### config.mk
export PLATFORM = sky130hd
export DESIGN_NAME = eth_tx_frame_arbiter
export DESIGN_NICKNAME = d
export VERILOG_FILES = /design/src/rtl/eth_tx_frame_arbiter.sv
export SDC_FILE = /design/constraint.sdc
export NUM_CORES = 1
export LEC_CHECK = 0
export CAP_MARGIN = 20
export CORE_ASPECT_RATIO = 0.75
export CORE_MARGIN = 4
export CORE_UTILIZATION = 26
export CTS_BUF_LIST = sky130_fd_sc_hd__clkbuf_4
export DETAILED_ROUTE_END_ITERATION = 8
export PLACE_DENSITY = 0.79
export SETUP_SLACK_MARGIN = 0.3
export SYNTH_ARGS = -nofsm -noshare
export SYNTH_HDL_FRONTEND = slang
export SYNTH_SLANG_ARGS = --single-unit
### constraint.sdc
create_clock -name tx_mac_aclk -period 1.5 [get_ports tx_mac_aclk]
set_input_delay 0.15 -clock tx_mac_aclk [delete_from_list [all_inputs] [get_ports tx_mac_aclk]]
set_output_delay 0.15 -clock tx_mac_aclk [all_outputs]
set_load 0.05 [all_outputs]
### src/rtl/eth_tx_frame_arbiter.sv
// Frame-granular round-robin arbiter sharing the MAC user AXIS transmit input.
// Optional per-port frame/byte statistics are built when ETH_TX_ARB_STATS_EN is defined.
module eth_tx_frame_arbiter #(
   parameter int C_NUM_PORTS = 4,
   parameter int C_IDX_W     = 2
) (
   input  logic                        tx_mac_aclk,
   input  logic                        tx_mac_reset,
   input  logic [8*C_NUM_PORTS-1:0]    s_axis_tdata,
   input  logic [C_NUM_PORTS-1:0]      s_axis_tvalid,
   input  logic [C_NUM_PORTS-1:0]      s_axis_tlast,
   output logic [C_NUM_PORTS-1:0]      s_axis_tready,
   input  logic [C_NUM_PORTS-1:0]      tx_port_en,
   output logic [7:0]                  tx_axis_mac_tdata,
   output logic                        tx_axis_mac_tvalid,
   output logic                        tx_axis_mac_tlast,
   input  logic                        tx_axis_mac_tready,
   output logic [C_NUM_PORTS-1:0]      tx_arb_grant,
   output logic                        tx_arb_busy,
   output logic [16*C_NUM_PORTS-1:0]   tx_stat_frames,
   output logic [32*C_NUM_PORTS-1:0]   tx_stat_bytes
);

   typedef enum logic {S_IDLE = 1'b0, S_XFER = 1'b1} state_t;

   state_t                 r_state, w_state_nxt;
   logic [C_NUM_PORTS-1:0] r_grant, w_grant_nxt, w_req;
   logic [C_IDX_W-1:0]     r_grant_idx, w_grant_idx_nxt;
   logic [C_IDX_W-1:0]     r_last_idx, w_last_idx_nxt, w_rr_idx;
   logic                   r_busy, w_busy_nxt, w_rr_found;
   logic                   w_xfer, w_mac_tvalid, w_mac_tlast, w_eof;
   logic [7:0]             w_mac_tdata;
   logic [7:0]             w_port_data [C_NUM_PORTS];

   assign w_req = s_axis_tvalid & tx_port_en;

   // Cyclic search starting just after the last served port.
   always_comb begin : rr_search
      int w_j;
      w_rr_idx   = '0;
      w_rr_found = 1'b0;
      w_j        = 0;
      for (int k = 1; k <= C_NUM_PORTS; k++) begin
         w_j = int'(r_last_idx) + k;
         if (w_j >= C_NUM_PORTS) w_j = w_j - C_NUM_PORTS;
         if (!w_rr_found && w_req[C_IDX_W'(w_j)]) begin
            w_rr_found = 1'b1;
            w_rr_idx   = C_IDX_W'(w_j);
         end
      end
   end

   always_comb begin
      for (int i = 0; i < C_NUM_PORTS; i++) w_port_data[i] = s_axis_tdata[8*i +: 8];
   end

   assign w_xfer        = (r_state == S_XFER);
   assign w_mac_tvalid  = w_xfer & s_axis_tvalid[r_grant_idx];
   assign w_mac_tlast   = w_xfer & s_axis_tlast[r_grant_idx];
   assign w_mac_tdata   = w_xfer ? w_port_data[r_grant_idx] : 8'h00;
   assign w_eof         = w_mac_tvalid & tx_axis_mac_tready & w_mac_tlast;

   // r_grant is all-zero outside XFER, so only the granted port ever sees ready.
   assign s_axis_tready      = r_grant & {C_NUM_PORTS{tx_axis_mac_tready}};
   assign tx_axis_mac_tdata  = w_mac_tdata;
   assign tx_axis_mac_tvalid = w_mac_tvalid;
   assign tx_axis_mac_tlast  = w_mac_tlast;
   assign tx_arb_grant       = r_grant;
   assign tx_arb_busy        = r_busy;

   always_comb begin
      w_state_nxt     = r_state;
      w_grant_nxt     = r_grant;
      w_grant_idx_nxt = r_grant_idx;
      w_last_idx_nxt  = r_last_idx;
      w_busy_nxt      = r_busy;
      case (r_state)
         S_IDLE: begin
            if (w_rr_found) begin
               w_state_nxt     = S_XFER;
               w_grant_nxt     = {{(C_NUM_PORTS-1){1'b0}}, 1'b1} << w_rr_idx;
               w_grant_idx_nxt = w_rr_idx;
               w_busy_nxt      = 1'b1;
            end
         end
         S_XFER: begin
            if (w_eof) begin
               w_state_nxt    = S_IDLE;
               w_grant_nxt    = '0;
               w_busy_nxt     = 1'b0;
               w_last_idx_nxt = r_grant_idx;
            end
         end
      endcase
   end

   always_ff @(posedge tx_mac_aclk or posedge tx_mac_reset) begin
      if (tx_mac_reset) begin
         r_state     <= S_IDLE;
         r_grant     <= '0;
         r_grant_idx <= '0;
         r_last_idx  <= C_IDX_W'(C_NUM_PORTS-1);
         r_busy      <= 1'b0;
      end else begin
         r_state     <= w_state_nxt;
         r_grant     <= w_grant_nxt;
         r_grant_idx <= w_grant_idx_nxt;
         r_last_idx  <= w_last_idx_nxt;
         r_busy      <= w_busy_nxt;
      end
   end

`ifdef ETH_TX_ARB_STATS_EN
   logic [15:0] r_stat_frames [C_NUM_PORTS];
   logic [31:0] r_stat_bytes  [C_NUM_PORTS];
   logic        w_beat;

   assign w_beat = w_mac_tvalid & tx_axis_mac_tready;

   always_ff @(posedge tx_mac_aclk or posedge tx_mac_reset) begin
      if (tx_mac_reset) begin
         for (int i = 0; i < C_NUM_PORTS; i++) begin
            r_stat_frames[i] <= '0;
            r_stat_bytes[i]  <= '0;
         end
      end else if (w_beat) begin
         r_stat_bytes[r_grant_idx] <= r_stat_bytes[r_grant_idx] + 32'd1;
         if (w_mac_tlast) r_stat_frames[r_grant_idx] <= r_stat_frames[r_grant_idx] + 16'd1;
      end
   end

   for (genvar g = 0; g < C_NUM_PORTS; g++) begin : g_stat
      assign tx_stat_frames[16*g +: 16] = r_stat_frames[g];
      assign tx_stat_bytes[32*g +: 32]  = r_stat_bytes[g];
   end
`else
   assign tx_stat_frames = '0;
   assign tx_stat_bytes  = '0;
`endif

endmodule

Word-level counts from Yosys, hierarchy flattened
Index checks and enable logic that the tools add are counted.
- output and inout port bits: 211
- flip-flop bits (word level): 10
- logic and storage cells: 84
- input port bits: 47
- $add $sub $neg: 8
- reductions and logical operators: 9
- eq/ne operators: 2
- $lt $le $gt $ge: 10
- muxes and demuxes: 41
- bitwise operators: 8
- shift-type cells: 1
- operators with widths (kind ; number):
    $mux 8 ; 3
    $mux 1 ; 18
    $bmux 8 s2 ; 1
    $lt 2x4->1 const B ; 4
    $mux 2 ; 8
    $bmux 1 s2 ; 6
    $ge 3x3->1 const B ; 4
    $and 4x4->4 ; 2
    $mux 4 ; 2
    $pmux 4 s2 ; 1
    $sub 2x1->2 const B ; 4
    $add 2x2->3 const B ; 2
    $reduce_and 2->1 ; 3
    $add 2x3->4 const B ; 1
    $and 1x1->1 ; 4
    $ge 4x3->1 const B ; 1
    $pmux 1 s2 ; 2
    $shl 1x2->4 const A ; 1
    $add 2x1->3 const B ; 1
    $logic_and 1x1->1 ; 3
    $logic_not 1->1 ; 3
    $lt 2x3->1 const B ; 1
    $not 2->3 ; 1
    $ne 2x1->1 const B ; 1
    2 further kinds ; 2

Longest topological paths before layout
- depth after elaboration: 19
- gate-level depth with buffers: 4
- mapped depth without buffers: 4

Least setup slack after synthesis
No wires, ideal clock.
- path type: reg-to-reg
- start: register r_grant_idx[1]
- end: register r_grant[0] (netlist: tx_arb_grant[0])
- cell stages (with the launch flop): 5
- path slack: -0.071 ns
- buffers on the path: 0
- data required time: 1.379 ns
- library setup time: 0.121 ns
- arrival: 1.450 ns
- period minus slack after synthesis: 1.571 ns
- path through: dfrtp_1 nand2b_2 o22ai_4 nand3_4 a32o_2
- elaborated cells between the ends (all ways): 10
- those cells by class: eq/ne (1); mux (4); bitwise (4); reduce/logical (1)
- RTL lines (what ; line ; RTL):
    start, declared ; 28 ; logic [C_IDX_W-1:0] r_grant_idx, w_grant_idx_nxt;
    start signal, assigned ; 107 ; r_grant_idx <= w_grant_idx_nxt;
    $bmux 1 s2 ; 59 ; assign w_mac_tlast = w_xfer & s_axis_tlast[r_grant_idx];
    $mux 1 (not written as such) ; 59 ;
    $and 1x1->1 ; 59 ;
    net tx_axis_mac_tlast ; 16 ; output logic tx_axis_mac_tlast,
    $and 1x1->1 ; 61 ; assign w_eof = w_mac_tvalid & tx_axis_mac_tready & w_mac_tlast;
    $ne 2x1->1 (no line) ; - ;
    $reduce_and 2->1 (no line) ; - ;
    end signal, assigned ; 106 ; r_grant <= w_grant_nxt;
    end, declared ; 27 ; logic [C_NUM_PORTS-1:0] r_grant, w_grant_nxt, w_req;
The timed path passes the listed nets, and every way through them passes these cells. The select of a mux whose other input is x is not followed.
A chain may end at the register's enable or synchronous reset.

Worst setup path in the final report
- start: register r_grant_idx[0]
- end: output tx_axis_mac_tdata[1]
- cells in the longest elaborated chain, start to end: 5
- ends and longest elaborated chain (what ; line ; RTL):
    $not 2->3 (not written as such) ; 60 ; assign w_mac_tdata = w_xfer ? w_port_data[r_grant_idx] : 8'h00;
    $bmux 8 s2 ; 60 ;
    $mux 8 (not written as such) (2 in a row) ; 60 ;
    $mux 8 ; 60 ;
    end, declared ; 14 ; output logic [7:0] tx_axis_mac_tdata,
No other way between the ends. The select of a mux whose other input is x is not followed.

==> metrics.log <==
[metrics] min setup slack post-route: -0.327 ns
[metrics] root cell of the clock tree: clkbuf_4
[metrics] antenna cell count: 0
[metrics] Max H-tree Level: 1
[metrics] data required time of the critical path: 1.35 ns
[metrics] Seq/Total Area, Yosys: 10.7%
[metrics] clock period minus worst slack: 1.83 ns
[metrics] wire length of the first global-routing pass: 8.35 mm
[metrics] Worst setup SP type: flip-flop
[metrics] number of flops mapped to enable cells by yosys: 0
[metrics] cells taking the most area after synthesis: buf_4, mux4_2, dfrtp_1
[metrics] per-cell via count in the routed design: 3.22
[metrics] worst-case clock skew: 0.00318 ns
[metrics] worst voltage drop across the vdd grid: 0.709 mV
[metrics] count of yosys warnings during synthesis: 0
[metrics] Horiz. Die Dim: 118 µm
[metrics] initial cell density of the core: 27.3%
[metrics] MaxCap Viol Count: 0
[metrics] number of port buffers: 65
[metrics] dpl cells: 452
[metrics] post-layout net count: 410
[metrics] register share of total power: 10.1%
[metrics] leakage: 0.00152 µW
[metrics] summed instance area of the synthesized netlist: 2360 µm²
[metrics] overall die area: 10700 µm²
[metrics] via count: 1512
[metrics] setup repair after global routing missed its margin: true
[metrics] critical path endpoint category: primary output
[metrics] post-synth top area cell: buf_4
[metrics] reg-to-reg setup timing slack: -0.22 ns
[metrics] number of fill cells in the layout: 904
[metrics] fraction of layout cells with a size suffix above 1: 28.5%
[metrics] total of flip-flops plus latches after synthesis: 10
[metrics] final antenna-violating net count: 0
[metrics] antenna violations before repair: 0
[metrics] failing checks: negative setup slack
[metrics] total power divided by cell area: 1960 nW/µm²
[metrics] I/O pin count: 258
[metrics] max-slew violation count: 0
[metrics] core region area: 8670 µm²
[metrics] crit path DAT: 1.68 ns
[metrics] power spent charging and discharging nets: 3190 µW
[metrics] wire length after detailed routing: 6.06 mm
[metrics] pin count of the biggest net entering global routing: 11
[metrics] result of the run: finished with violations
[metrics] share of synthesized registers carrying an async set or reset: 100%
[metrics] endpoints failing hold: 0
[metrics] area of all placed cells without fillers: 2890 µm²
[metrics] sequential cell area: 255 µm²
[metrics] class of the worst hold path: input port to asynchronous set/reset pin
[metrics] flip-flop cell with the highest count after synthesis: dfrtp_1
[metrics] number of standard-cell rows in the floorplan: 29
[metrics] clock network power share: 3.4%
[metrics] total area of multi-input combinational cells: 1480 µm²
[metrics] Final Wtd Congestion: 0.827
[metrics] HPWL after detailed placement: 5.17 mm
[metrics] number of detailed-routing iterations run before antenna repair: 4
[metrics] Worst Path Max Fanout: 4
[metrics] Post-Layout Cell Count: 470
[metrics] number of unique standard cell types used by synthesis: 34
[metrics] portion of the clock cycle consumed by the worst path in the final layout: 122%
[metrics] worst setup path class: flip-flop to primary output
[metrics] number of buffers added by the clock tree synthesis step: 3
[metrics] register clock-pin slew on the reported worst setup and hold paths: 0.07 ns
[metrics] routed length per placed instance: 12.9 µm
[metrics] latest clock arrival within the worst-skew pair: 0.27 ns
[metrics] share of the synthesized area in the top cell type: 61.0%
[metrics] share of power burned in combinational logic: 86.5%
[metrics] gate count after technology mapping: 271
[metrics] internal power: 2460 µW
[metrics] grt total ovfl: 0
[metrics] post-layout utilization of the core: 33.3%
[metrics] number of sinks driven by the clock tree: 10
[metrics] area added between synthesis and finish: 22.2%
[metrics] DRC viols: 0
[metrics] Max Root-Sink Buffers: 2
[metrics] GRT Overall Usage: 9.71%
[metrics] number of global-route vias before repair: 1422
[metrics] total power draw: 5650 µW
[metrics] vertical die dimension: 90.6 µm
[metrics] Setup Viol. Count Final: 17
[metrics] area of placed instances: 2540 µm²
[metrics] CTS tree: done
[metrics] Sw Ratio: 56.4%
[metrics] timing-limited maximum frequency: 0.547 GHz
[metrics] Syn Area/Cell: 8.73 µm²
[metrics] number of DRC markers after the initial detailed-route iteration: 46
[synthesized netlist by cell type, drive strengths merged (2+ instances only)]
master and instances:
and2 17, nand2 9, dfrtp 8, mux4 9
a21o 2, a32o 2, dfstp 2, clkbuf 2
o221ai 2, o2bb2ai 2, buf 193, a22oi 2
inv 2, mux2i 2, mux2 2
[stage by stage]
step	setup WS, ns	hold WS, ns	TNS [ns]
floorplan	-0.0545	-0.0113	-0.202
detailed placement	-0.200	0.479	-2.12
global placement	-0.191	0.460	-1.92
CTS	-0.328	0.190	-3.97
global route	-0.368	0.207	-4.82
finish	-0.327	0.172	-3.98
[logic make-up (layout without fill, tap and decap cells)]
kind of cell           Yosys count  in the layout  synth area share [%]
AOI/OAI and AO/OA               20             20                  8.20
buffers and inverters          197             97                  62.5
DFF                             10             10                  10.7
muxes                           13             13                  10.7
other                            1            192                 0.159
and+or+nand+nor                 30             30                  7.78
[critical path, cell delays in order, from the launching register on]
cell and delay, ns:
dfrtp_2 0.41, buf_4 0.15, buf_16 0.13, mux4_2 0.43, and2_4 0.16, buf_8 0.14
[sequential cells by signal (all words and copies together) (netlist names)]
register and flops:
tx_arb_grant 4, r_grant_idx 2, tx_arb_busy 1, r_last_idx 2
r_state 1
[path summary, 6_finish.rpt]
| kind | start | endpoint | cells after the start |
|---|---|---|---|
| max | r_grant_idx[0] | tx_axis_mac_tdata[1] | 5 |
| min | tx_mac_reset | tx_arb_grant[3] | 2 |
| max reg2reg | r_grant_idx[0] | r_last_idx[0] | 7 |
| min reg2reg | tx_arb_busy | tx_arb_busy | 1 |
| max in group asynchronous | tx_mac_reset | r_last_idx[0] | 2 |
| min in group tx_mac_aclk | tx_axis_mac_tready | r_state | 3 |
[per-layer routing]
layer	global-route usage (%)	wire length, µm	share of wire (%)
met3	1.94	498	8.2
met4	3.80	117	1.9
met5	0	0	0
met1	11.3	2060	34
met2	17.5	3390	56
[cell usage in the layout (no fill, tap or decap), types with 2 or more instances in the layout]
cell / synthesis / final
buf_12: 0 / 6
a32o_2: 2 / 2
a22oi_2: 1 / 2
conb_1: 1 / 192
buf_4: 192 / 23
clkbuf_4: 0 / 3
and2_2: 0 / 4
mux4_2: 9 / 9
nand2_2: 1 / 3
o2bb2ai_2: 0 / 2
mux2_4: 2 / 2
dlygate4sd2_1: 0 / 4
clkdlybuf4s50_1: 0 / 38
buf_6: 1 / 7
buf_8: 0 / 8
and2_4: 0 / 11
dfstp_2: 2 / 2
dfrtp_1: 8 / 6
dlymetal6s2s_1: 0 / 4
dfrtp_2: 0 / 2
nand2_1: 8 / 6
and2_1: 17 / 2
[final cells by class]
type / count / share of cell area (%)
inverter: 2 / 0.260
tap: 108 / 4.68
clock buffer: 3 / 0.780
multi-input combinational: 255 / 51.2
clock inverter: 1 / 0.130
timing repair buffer: 91 / 34.1
sequential: 10 / 8.84
[power groups by stage]
stage / Clock [µW] / Sequential [µW] / Combinational, µW
2_1_floorplan: 0 / 732 / 3270
3_3_place_gp: 0 / 560 / 4050
3_5_place_dp: 0 / 568 / 4090
4_1_cts: 196 / 561 / 4630
5_1_grt: 206 / 587 / 5100
6_report: 191 / 572 / 4890
[what timing repair did]
action                                  in CTS  in global routing
cloned                                       1                  0
endpoints found under the setup margin      24                 24
resized for setup                           35                 20
hold buffers                                 0                  0
pin swaps                                   13                  7
setup buffers                                6                  7
No activity file was read; power rests on OpenSTA's default activity.
